## config.mk

```make
export PLATFORM = sky130hd
export DESIGN_NAME = bcd_countdown_timer
export DESIGN_NICKNAME = d
export VERILOG_FILES = /design/src/rtl/bcd_countdown_timer_pkg.sv /design/src/rtl/bcd_digit_cell.sv /design/src/rtl/bcd_countdown_timer.sv
export SDC_FILE = /design/constraint.sdc
export NUM_CORES = 1
export LEC_CHECK = 0
export ABC_AREA = 1
export CAP_MARGIN = 15
export CORE_MARGIN = 2
export CORE_UTILIZATION = 54
export CTS_CLUSTER_SIZE = 30
export DETAILED_ROUTE_END_ITERATION = 12
export DONT_BUFFER_PORTS = 1
export GPL_TIMING_DRIVEN = 0
export HOLD_SLACK_MARGIN = 0.02
export MAX_ROUTING_LAYER = met4
export PLACE_DENSITY = 0.69
export SYNTH_ARGS = -nofsm -noshare
export SYNTH_HDL_FRONTEND = slang
export SYNTH_SLANG_ARGS = --single-unit
```

## constraint.sdc

```tcl
create_clock -name CLK -period 2 [get_ports CLK]
set_clock_uncertainty 0.2 [all_clocks]
set_input_delay 0.2 -clock CLK [delete_from_list [all_inputs] [get_ports CLK]]
set_output_delay 0.2 -clock CLK [all_outputs]
set_load 0.03 [all_outputs]
```

## src/rtl/bcd_countdown_timer_pkg.sv

```systemverilog
// Shared types and helpers for the BCD countdown timer.
// Optional feature macro: BCD_TIMER_AUTO_RELOAD_EN.
package timer_pkg;

  typedef enum logic [1:0] {
    IDLE   = 2'd0,
    RUN    = 2'd1,
    PAUSED = 2'd2,
    DONE   = 2'd3
  } timer_state_t;

  localparam logic [3:0] BCD_MAX  = 4'd9;
  localparam logic [3:0] BCD_ZERO = 4'd0;

  function automatic logic [3:0] bcd_clamp(input logic [3:0] n);
    return (n > BCD_MAX) ? BCD_MAX : n;
  endfunction

endpackage

```

## src/rtl/bcd_digit_cell.sv

```systemverilog
// One BCD digit of the countdown chain with borrow in/out.
// Loads win over borrows; a borrow into 0 wraps to 9.
module bcd_digit_cell
  import timer_pkg::*;
(
  input  logic       CLK,
  input  logic       RST,
  input  logic       load,
  input  logic [3:0] load_val,
  input  logic       borrow_in,
  output logic       borrow_out,
  output logic       is_zero,
  output logic [3:0] digit
);

  logic [3:0] r_digit;

  always_ff @(posedge CLK or posedge RST) begin
    if (RST) begin
      r_digit <= BCD_ZERO;
    end else if (load) begin
      r_digit <= load_val;
    end else if (borrow_in) begin
      r_digit <= (r_digit == BCD_ZERO) ? BCD_MAX : r_digit - 4'd1;
    end
  end

  assign is_zero    = (r_digit == BCD_ZERO);
  assign borrow_out = is_zero & borrow_in;
  assign digit      = r_digit;

endmodule

```

## src/rtl/bcd_countdown_timer.sv

```systemverilog
// N-digit BCD countdown timer: control FSM, shadow reload, done pulse.
// Optional feature macro: BCD_TIMER_AUTO_RELOAD_EN.
module bcd_countdown_timer
  import timer_pkg::*;
#(
  parameter int NUM_DIGITS = 2
) (
  input  logic                    CLK,
  input  logic                    RST,
  input  logic                    LOAD,
  input  logic [4*NUM_DIGITS-1:0] default_num,
  input  logic                    START,
  input  logic                    STOP,
  input  logic                    tick,
  output logic [4*NUM_DIGITS-1:0] digit_count,
  output logic                    running,
  output logic                    zero,
  output logic                    done
);

  timer_state_t r_state;
  timer_state_t w_state_nxt;

  logic [4*NUM_DIGITS-1:0] r_shadow;
  logic [4*NUM_DIGITS-1:0] w_clamped;
  logic [4*NUM_DIGITS-1:0] w_load_val;
  logic [NUM_DIGITS-1:0]   w_is_zero;
  logic [NUM_DIGITS:0]     w_chain;

  logic r_done;
  logic w_done_nxt;
  logic w_load;
  logic w_dec;
  logic w_zero;
  logic w_upper_zero;
  logic w_is_one;
  logic w_reload;
  logic w_unused_borrow;

  always_comb begin
    w_clamped = '0;
    for (int i = 0; i < NUM_DIGITS; i++) begin
      w_clamped[4*i +: 4] = bcd_clamp(default_num[4*i +: 4]);
    end
  end

  always_comb begin
    w_upper_zero = 1'b1;
    for (int i = 1; i < NUM_DIGITS; i++) begin
      w_upper_zero = w_upper_zero & w_is_zero[i];
    end
  end

  assign w_zero   = &w_is_zero;
  assign w_is_one = w_upper_zero & (digit_count[3:0] == 4'd1);

`ifdef BCD_TIMER_AUTO_RELOAD_EN
  assign w_reload = (r_shadow != '0);
`else
  assign w_reload = 1'b0;
`endif

  always_ff @(posedge CLK or posedge RST) begin
    if (RST) begin
      r_state  <= IDLE;
      r_done   <= 1'b0;
      r_shadow <= '0;
    end else begin
      r_state <= w_state_nxt;
      r_done  <= w_done_nxt;
      if (LOAD) begin
        r_shadow <= w_clamped;
      end
    end
  end

  always_comb begin
    w_state_nxt = r_state;
    w_done_nxt  = 1'b0;
    w_load      = 1'b0;
    w_load_val  = w_clamped;
    w_dec       = 1'b0;
    if (LOAD) begin
      w_load      = 1'b1;
      w_state_nxt = IDLE;
    end else if (STOP) begin
      if (r_state == RUN) begin
        w_state_nxt = PAUSED;
      end
    end else if (START) begin
      if (r_state == IDLE || r_state == PAUSED) begin
        if (w_zero) begin
          w_state_nxt = DONE;
          w_done_nxt  = 1'b1;
        end else begin
          w_state_nxt = RUN;
        end
      end
    end else if (tick && r_state == RUN) begin
      if (w_is_one) begin
        // terminal tick: force the final value instead of borrowing
        w_done_nxt = 1'b1;
        w_load     = 1'b1;
        if (w_reload) begin
          w_load_val = r_shadow;
        end else begin
          w_load_val  = '0;
          w_state_nxt = DONE;
        end
      end else if (!w_zero) begin
        w_dec = 1'b1;
      end
    end
  end

  assign w_chain[0] = w_dec;

  for (genvar g = 0; g < NUM_DIGITS; g++) begin : g_digit
    bcd_digit_cell u_cell (
      .CLK        (CLK),
      .RST        (RST),
      .load       (w_load),
      .load_val   (w_load_val[4*g +: 4]),
      .borrow_in  (w_chain[g]),
      .borrow_out (w_chain[g+1]),
      .is_zero    (w_is_zero[g]),
      .digit      (digit_count[4*g +: 4])
    );
  end

  // the top digit's borrow can never fire: decrement is blocked at zero
  assign w_unused_borrow = w_chain[NUM_DIGITS];

  assign running = (r_state == RUN);
  assign zero    = w_zero;
  assign done    = r_done;

endmodule

```

==> metrics.txt, run 1 <==
kind of end point of the critical path primary output; routed via count divided by cell count 5.70; setup total negative slack 0 ps; clock latency at the later pin of the worst-skew pair 280 ps; number of violations of the max-capacitance limit 0; portion of the post-synthesis area used by sequential elements 32.6%; Critical R2R Capture g_digit[0].u_cell.digit[2]$_DFFE_PP0P_; width of the die 43.5 um; ratio of cells with drive above 1 in the final layout between 10% and 20%; Area after DPL roughly 860 sq um; Arrival @ worst endpoint 1470 ps; die height ~44 um; shortest period the worst path allows approximately 1900 ps; grt ovf 0; Final GP Congestion about 0.79; slowest CP cell sky130_fd_sc_hd__dfrtp_2; row count 14; worst stage delay on the critical path approximately 500 ps; switching share of power between 40% and 50%; total number of vias about 950; initial core utilization 56.6%; count of unique library cells instantiated by Yosys 17; antenna violations before repair 0; combined global-route utilization of all metal layers 26.0%; worst min-delay path category in -> reg; setup repair after global routing missed its margin no; CTS H-Tree Depth 1; area enclosed by the die boundary approximately 0.0019 sq mm; average footprint of a synthesized cell 6.25 sq um; sequential power share a little under 50%; final period utilization a little over nine tenths; most frequent cells after synthesis sky130_fd_sc_hd__nand2_1 (39), sky130_fd_sc_hd__nand3_1 (31), sky130_fd_sc_hd__inv_1 (19); cell chosen for the clock root sky130_fd_sc_hd__clkbuf_4; Post-layout nets between 150 and 200; maximum number of pins on one net before global-route repair 12; hold_sp START; number of buffers inserted by port buffering 0; number of nets with antenna violations after detailed routing 0; FF+latch count, synth 11; Internal Pwr Total ~0.4 mW; slew at the pin closest to its max-slew limit 448 ps; number of max-slew violations in the final report 0; DRT Wirelength roughly 2200 um; main area contributors after synthesis sky130_fd_sc_hd__dfrtp_1 (33%), sky130_fd_sc_hd__nand3_1 (18%), sky130_fd_sc_hd__nand2_1 (17%), sky130_fd_sc_hd__inv_1 (8.5%), sky130_fd_sc_hd__nor2_1 (5.3%); worst relative slew slack roughly 70%; finished layout cell area slightly above 0.001 sq mm; synthesized-area fraction occupied by adder cells 0%; first-pass GRT wire length between 3000 and 4000 um; fraction of the mapped netlist area in compound gates under 10%; total CTS buffers 3; count of warnings emitted by yosys 0; estimated wirelength of the detail-placed design 1440 um; clock tree from TritonCTS yes; worst endpoint required time between 1500 and 2000 ps; clock tree sinks 11; critical path class reg -> out; maximum fanout along the worst path 5; startpoint class of the critical path flop; mean routed wirelength per cell approximately 13 um; Worst Hold Slack approximately 34 ps; number of global-route vias before repair 931; main combinational cell family by area after synthesis simple AND/OR/NAND/NOR gates; Antenna Cells 0; Fmax achieved between 500 and 600 MHz; count of mapped cells out of synthesis 135; end-of-flow core utilization between 60 and 70%; portion of total power attributed to the clock network around a quarter; count of final setup violators 0; Syn-to-layout area delta 22.1%; prevailing post-synth register cell sky130_fd_sc_hd__dfrtp_1; core outline area roughly 0.0015 sq mm; number of remaining DRC errors 0; fraction of synthesis flops using an asynchronous set or reset pin 100%; Hold Crit Endpoint r_state[1]$_DFFE_PP0P_; Psw 0.306 mW; power per cell area between 600 and 700 mW/mm^2; count of flip-flops with a built-in enable after synthesis 0; number of hold-slack violations in the final timing report 0; area share of and/or/nand/nor cells after synthesis between 40% and 50%; most area-hungry cell type in the Yosys netlist sky130_fd_sc_hd__dfrtp_1; combinational group share of total power 28.3%; Clock Tree Buf Depth 2; most repeated cell in the gate-level netlist after synthesis sky130_fd_sc_hd__nand2_1; worst reg-to-reg setup slack between 100 and 150 ps; cells traversed along the worst timing path nor2_2 -> nand4_1 -> inv_2; Synth Area in XOR/XNOR 0%; leak pwr approximately 0.54 nW; Crit Reg-Reg Startpoint g_digit[1].u_cell.digit[0]$_DFFE_PP0P_; number of iterations in the first detailed-routing pass 4; DR iter-0 viols 21; status complete, no violations; depth of the worst register-to-register path 9; post-synthesis net count roughly 150; clock input transition at the sequential cells of the worst setup and hold paths around 80 ps; Worst Hold Path Cells 3; area fraction of the dominant cell type after synthesis between 30% and 40%; worst-case vdd ir drop 555 uV; multiplexer fraction of the synthesized cell area 0%; synthesized area approximately 840 sq um; count of pins on the block boundary 25
==> worst max-delay path: cells and delay by family (launching register included) <==
family / cells / cell delay (ps)
flops: 1 / 500
buf+inv: 1 / 210
simple gates: 2 / 470
==> cell usage in the layout (no fill, tap or decap) <==
cell type / instances
sky130_fd_sc_hd__a211oi_1: 1
sky130_fd_sc_hd__a21oi_1: 1
sky130_fd_sc_hd__and2_0: 1
sky130_fd_sc_hd__buf_1: 1
sky130_fd_sc_hd__buf_2: 2
sky130_fd_sc_hd__buf_6: 1
sky130_fd_sc_hd__clkbuf_1: 1
sky130_fd_sc_hd__clkbuf_4: 3
sky130_fd_sc_hd__dfrtp_1: 3
sky130_fd_sc_hd__dfrtp_2: 8
sky130_fd_sc_hd__dlygate4sd3_1: 11
sky130_fd_sc_hd__inv_1: 18
sky130_fd_sc_hd__inv_2: 1
sky130_fd_sc_hd__nand2_1: 39
sky130_fd_sc_hd__nand2_2: 1
sky130_fd_sc_hd__nand3_1: 29
sky130_fd_sc_hd__nand3_2: 2
sky130_fd_sc_hd__nand4_1: 3
sky130_fd_sc_hd__nand4_2: 1
sky130_fd_sc_hd__nor2_1: 10
sky130_fd_sc_hd__nor2_2: 2
sky130_fd_sc_hd__nor2_4: 3
sky130_fd_sc_hd__o21ai_0: 8
==> stage by stage <==
stage	setup WS, ps	instances	total power [mW]
3_3_place_gp	79.3	151	0.510
5_1_grt	20.6	166	0.753
6_report	127	166	0.716
3_5_place_dp	42.9	151	0.515
4_1_cts	5.58	166	0.693
2_1_floorplan	249	135	0.480
==> registers in the layout, indices dropped and copies added (netlist names) <==
name                  flops
g_digit.u_cell.digit      8
done                      1
r_state                   2
==> area by class of cell <==
class | count | area (sq um)
buffer | 4 | 25.0
clock buffer | 4 | 26.3
fill | 129 | 459
inverter | 19 | 71.3
multi-input combinational | 101 | 492
sequential | 11 | 285
tap | 16 | 20.0
timing repair buffer | 11 | 110
==> layer usage <==
layer  up-vias  routed length, um  track usage (%)
met1       426                857             25.9
met2        41               1120             46.9
met3        17                134             5.42
met5         -                  0                -
li1        463                  -                -
met4         0                 82             13.9
==> cell families (layout without fill, tap and decap cells) <==
| group | count (synthesis) | after routing |
|---|---|---|
| AND/OR/NAND/NOR | 91 | 91 |
| buffers and inverters | 23 | 38 |
| flip-flops | 11 | 11 |
| AO/OA/AOI/OAI | 10 | 10 |
==> repair_timing <==
| item | CTS | global route |
|---|---|---|
| buffers inserted | 0 | 0 |
| gates resized for setup | 1 | 13 |
| hold buffers | 11 | 0 |
| hold endpoints to repair | 22 | 0 |
| setup endpoints to repair | 1 | 9 |
| cloned | 0 | 0 |
==> power groups by stage <==
stage                     clock network [mW]  logic [mW]  registers, mW
final                                  0.167       0.203          0.347
after CTS                              0.163       0.194          0.336
after floorplan                            0       0.149          0.331
after global routing                   0.170       0.231          0.352
after global placement                     0       0.171          0.339
after detailed placement                   0       0.175          0.340
==> worst max-delay path by stage <==
| stage | startpoint | endpoint | slack [ps] | cells past startpoint |
|---|---|---|---|---|
| 6_report | g_digit[0].u_cell.digit[1]$_DFFE_PP0P_ | zero | 130 | 3 |
| 5_1_grt | g_digit[0].u_cell.digit[1]$_DFFE_PP0P_ | zero | 20 | 3 |
| 3_5_place_dp | g_digit[0].u_cell.digit[1]$_DFFE_PP0P_ | g_digit[0].u_cell.digit[1]$_DFFE_PP0P_ | 40 | 6 |
| 2_1_floorplan | g_digit[1].u_cell.digit[0]$_DFFE_PP0P_ | g_digit[1].u_cell.digit[0]$_DFFE_PP0P_ | 250 | 8 |
| 3_3_place_gp | g_digit[1].u_cell.digit[0]$_DFFE_PP0P_ | g_digit[1].u_cell.digit[0]$_DFFE_PP0P_ | 80 | 8 |
| 4_1_cts | g_digit[0].u_cell.digit[1]$_DFFE_PP0P_ | g_digit[0].u_cell.digit[1]$_DFFE_PP0P_ | 6 | 6 |
Note: power is estimated with default switching activity, not from simulation.
==> inputs of run 2 (changes only) <==
==> constraint.sdc (replaced) <==
create_clock -name CLK -period 2.1 [get_ports CLK]
set_clock_uncertainty 0.2 [all_clocks]
set_input_delay 0.21 -clock CLK [delete_from_list [all_inputs] [get_ports CLK]]
set_output_delay 0.21 -clock CLK [all_outputs]
set_load 0.03 [all_outputs]
==> run 2 against run 1 <==
Worst hold slack improved by 22 ps. Combinational power fell by 6%. Critical path depth rose by 5. Sequential share of layout area fell by 0.35 points. Critical path type is now reg -> reg. Highest routed layer unchanged.
==> metrics.txt, run 2 (synthesis results as in run 1) <==
clock tree sinks 11; cells traversed along the worst timing path nor2_4 -> nand2_2 -> nor2_4 -> inv_1 -> nand4_1 -> nand3_1 -> nand2_1 -> nand2_1; count of final setup violators 0; total CTS buffers 3; slowest CP cell sky130_fd_sc_hd__dfrtp_1; combined global-route utilization of all metal layers a little over a quarter; number of max-slew violations in the final report 0; row count 14; number of global-route vias before repair ~930; status complete, no violations; clock input transition at the sequential cells of the worst setup and hold paths 80 ps; number of buffers inserted by port buffering 0; worst min-delay path category in -> reg; die height 43.5 um; Antenna Cells 0; Fmax achieved around 510 MHz; routed via count divided by cell count roughly 5.6; core outline area between 0.001 and 0.0015 sq mm; maximum number of pins on one net before global-route repair 12; maximum fanout along the worst path 5; antenna violations before repair 0; kind of end point of the critical path flop; DR iter-0 viols 31; Critical R2R Capture g_digit[1].u_cell.digit[0]$_DFFE_PP0P_; Non-Filler Instances 166; first-pass GRT wire length 3530 um; count of pins on the block boundary 25; Final Power 0.668 mW; number of iterations in the first detailed-routing pass 4; Post-Place Cells roughly 150; cell chosen for the clock root sky130_fd_sc_hd__clkbuf_4; startpoint class of the critical path flop; depth of the worst register-to-register path 8; number of hold-slack violations in the final timing report 0; Syn-to-layout area delta 19.9%; final period utilization 93.4%; Final GP Congestion 0.793; mean routed wirelength per cell about 13 um; Crit Reg-Reg Startpoint g_digit[1].u_cell.digit[0]$_DFFE_PP0P_; Hold Crit Endpoint r_state[1]$_DFFE_PP0P_; Clock Tree Buf Depth 2; Worst Hold Path Cells 3; worst-case vdd ir drop roughly 520 uV; clock latency at the later pin of the worst-skew pair around 270 ps; slew at the pin closest to its max-slew limit roughly 470 ps; Post-layout nets between 150 and 200; most common cell after layout, fill and taps aside sky130_fd_sc_hd__nand2_1; number of setup buffers added after CTS 0; worst reg-to-reg setup slack about 140 ps; total number of vias roughly 920; number of remaining DRC errors 0; estimated wirelength of the detail-placed design between 1000 and 1500 um; commonest non-fill, non-tap cells in the layout sky130_fd_sc_hd__nand2_1 (39), sky130_fd_sc_hd__nand3_1 (31), sky130_fd_sc_hd__inv_1 (19), sky130_fd_sc_hd__dlygate4sd3_1 (11); number of nets with antenna violations after detailed routing 0; CTS H-Tree Depth 1; shortest period the worst path allows 1960 ps; grt ovf 0; family with the most delay on the worst path simple AND/OR/NAND/NOR gates; critical path class reg -> reg; DRT Wirelength 2120 um; flip-flop count of the largest register, all copies and words added 8; clock tree from TritonCTS yes; hold_sp START; ratio of cells with drive above 1 in the final layout 9.33%; worst stage delay on the critical path approximately 560 ps; initial core utilization about 57%; setup total negative slack 0 ps; worst endpoint required time 2070 ps; leak pwr 0.543 nW; area enclosed by the die boundary 0.00189 sq mm; end-of-flow core utilization a little under 70%; CP Buf/Inv Count 1; number of violations of the max-capacitance limit 0; Arrival @ worst endpoint 1930 ps; worst relative slew slack between 60 and 70%; power per cell area roughly 660 mW/mm^2; width of the die roughly 44 um
[run 2: cell count changes in the layout (fill, tap and decap cells not counted)]
cell	delta
sky130_fd_sc_hd__nand3_2	-2
sky130_fd_sc_hd__nand3_1	+2
sky130_fd_sc_hd__inv_1	+1
sky130_fd_sc_hd__inv_2	-1
sky130_fd_sc_hd__dfrtp_1	+7
sky130_fd_sc_hd__dfrtp_2	-7
[run 2: power by group]
group	switching (mW)	internal, mW	total (mW)
registers	0.0873	0.238	0.325
clock network	0.0789	0.0737	0.153
logic	0.116	0.0737	0.190
[run 2: repair_timing]
| action | in CTS | in global routing |
|---|---|---|
| setup endpoints to repair | 0 | 8 |
| hold buffers | 11 | 0 |
| resized for setup | 0 | 4 |
| endpoints found under the hold margin | 22 | 0 |
[run 2: worst reg2reg max path, delay by kind of cell (launching register included)]
family	cells	cell delay [ps]
DFF	1	560
and+or+nand+nor	7	1020
buffers and inverters	1	80
[run 2: final cells by class]
class / count / area (sq um)
Buffer: 4 / 25.0
Clock buffer: 4 / 26.3
Fill cell: 134 / 478
Inverter: 19 / 71.3
Multi-Input combinational cell: 101 / 482
Sequential cell: 11 / 277
Tap cell: 16 / 20.0
Timing Repair Buffer: 11 / 110
[run 2: worst max-delay path by stage]
stage	from	to	slack, ps	depth (start not counted)
after floorplan	g_digit[1].u_cell.digit[0]$_DFFE_PP0P_	g_digit[1].u_cell.digit[0]$_DFFE_PP0P_	350	8
after global placement	g_digit[1].u_cell.digit[0]$_DFFE_PP0P_	g_digit[1].u_cell.digit[0]$_DFFE_PP0P_	180	8
after detailed placement	g_digit[0].u_cell.digit[1]$_DFFE_PP0P_	g_digit[0].u_cell.digit[1]$_DFFE_PP0P_	140	6
after CTS	g_digit[0].u_cell.digit[1]$_DFFE_PP0P_	zero	60	3
after global routing	g_digit[1].u_cell.digit[0]$_DFFE_PP0P_	g_digit[1].u_cell.digit[1]$_DFFE_PP0P_	-7	8
final	g_digit[1].u_cell.digit[0]$_DFFE_PP0P_	g_digit[1].u_cell.digit[0]$_DFFE_PP0P_	140	8
[run 2: metal layers]
layer | share of wire [%] | wire (um) | global-route usage (%)
met5 | 0 | 0 | -
met1 | 41 | 860 | 25.9
met2 | 52 | 1100 | 46.9
met3 | 5.1 | 109 | 5.42
met4 | 2.3 | 48 | 13.9
[run 2: metrics by stage]
stage | setup WS, ps | hold slack (ps) | cell area [sq um]
2_1_floorplan | 349 | -138 | 843
3_3_place_gp | 179 | -82.9 | 863
3_5_place_dp | 143 | -79.7 | 863
4_1_cts | 57.9 | 44.0 | 1000
5_1_grt | -7.30 | 80.2 | 1010
6_report | 138 | 55.3 | 1010
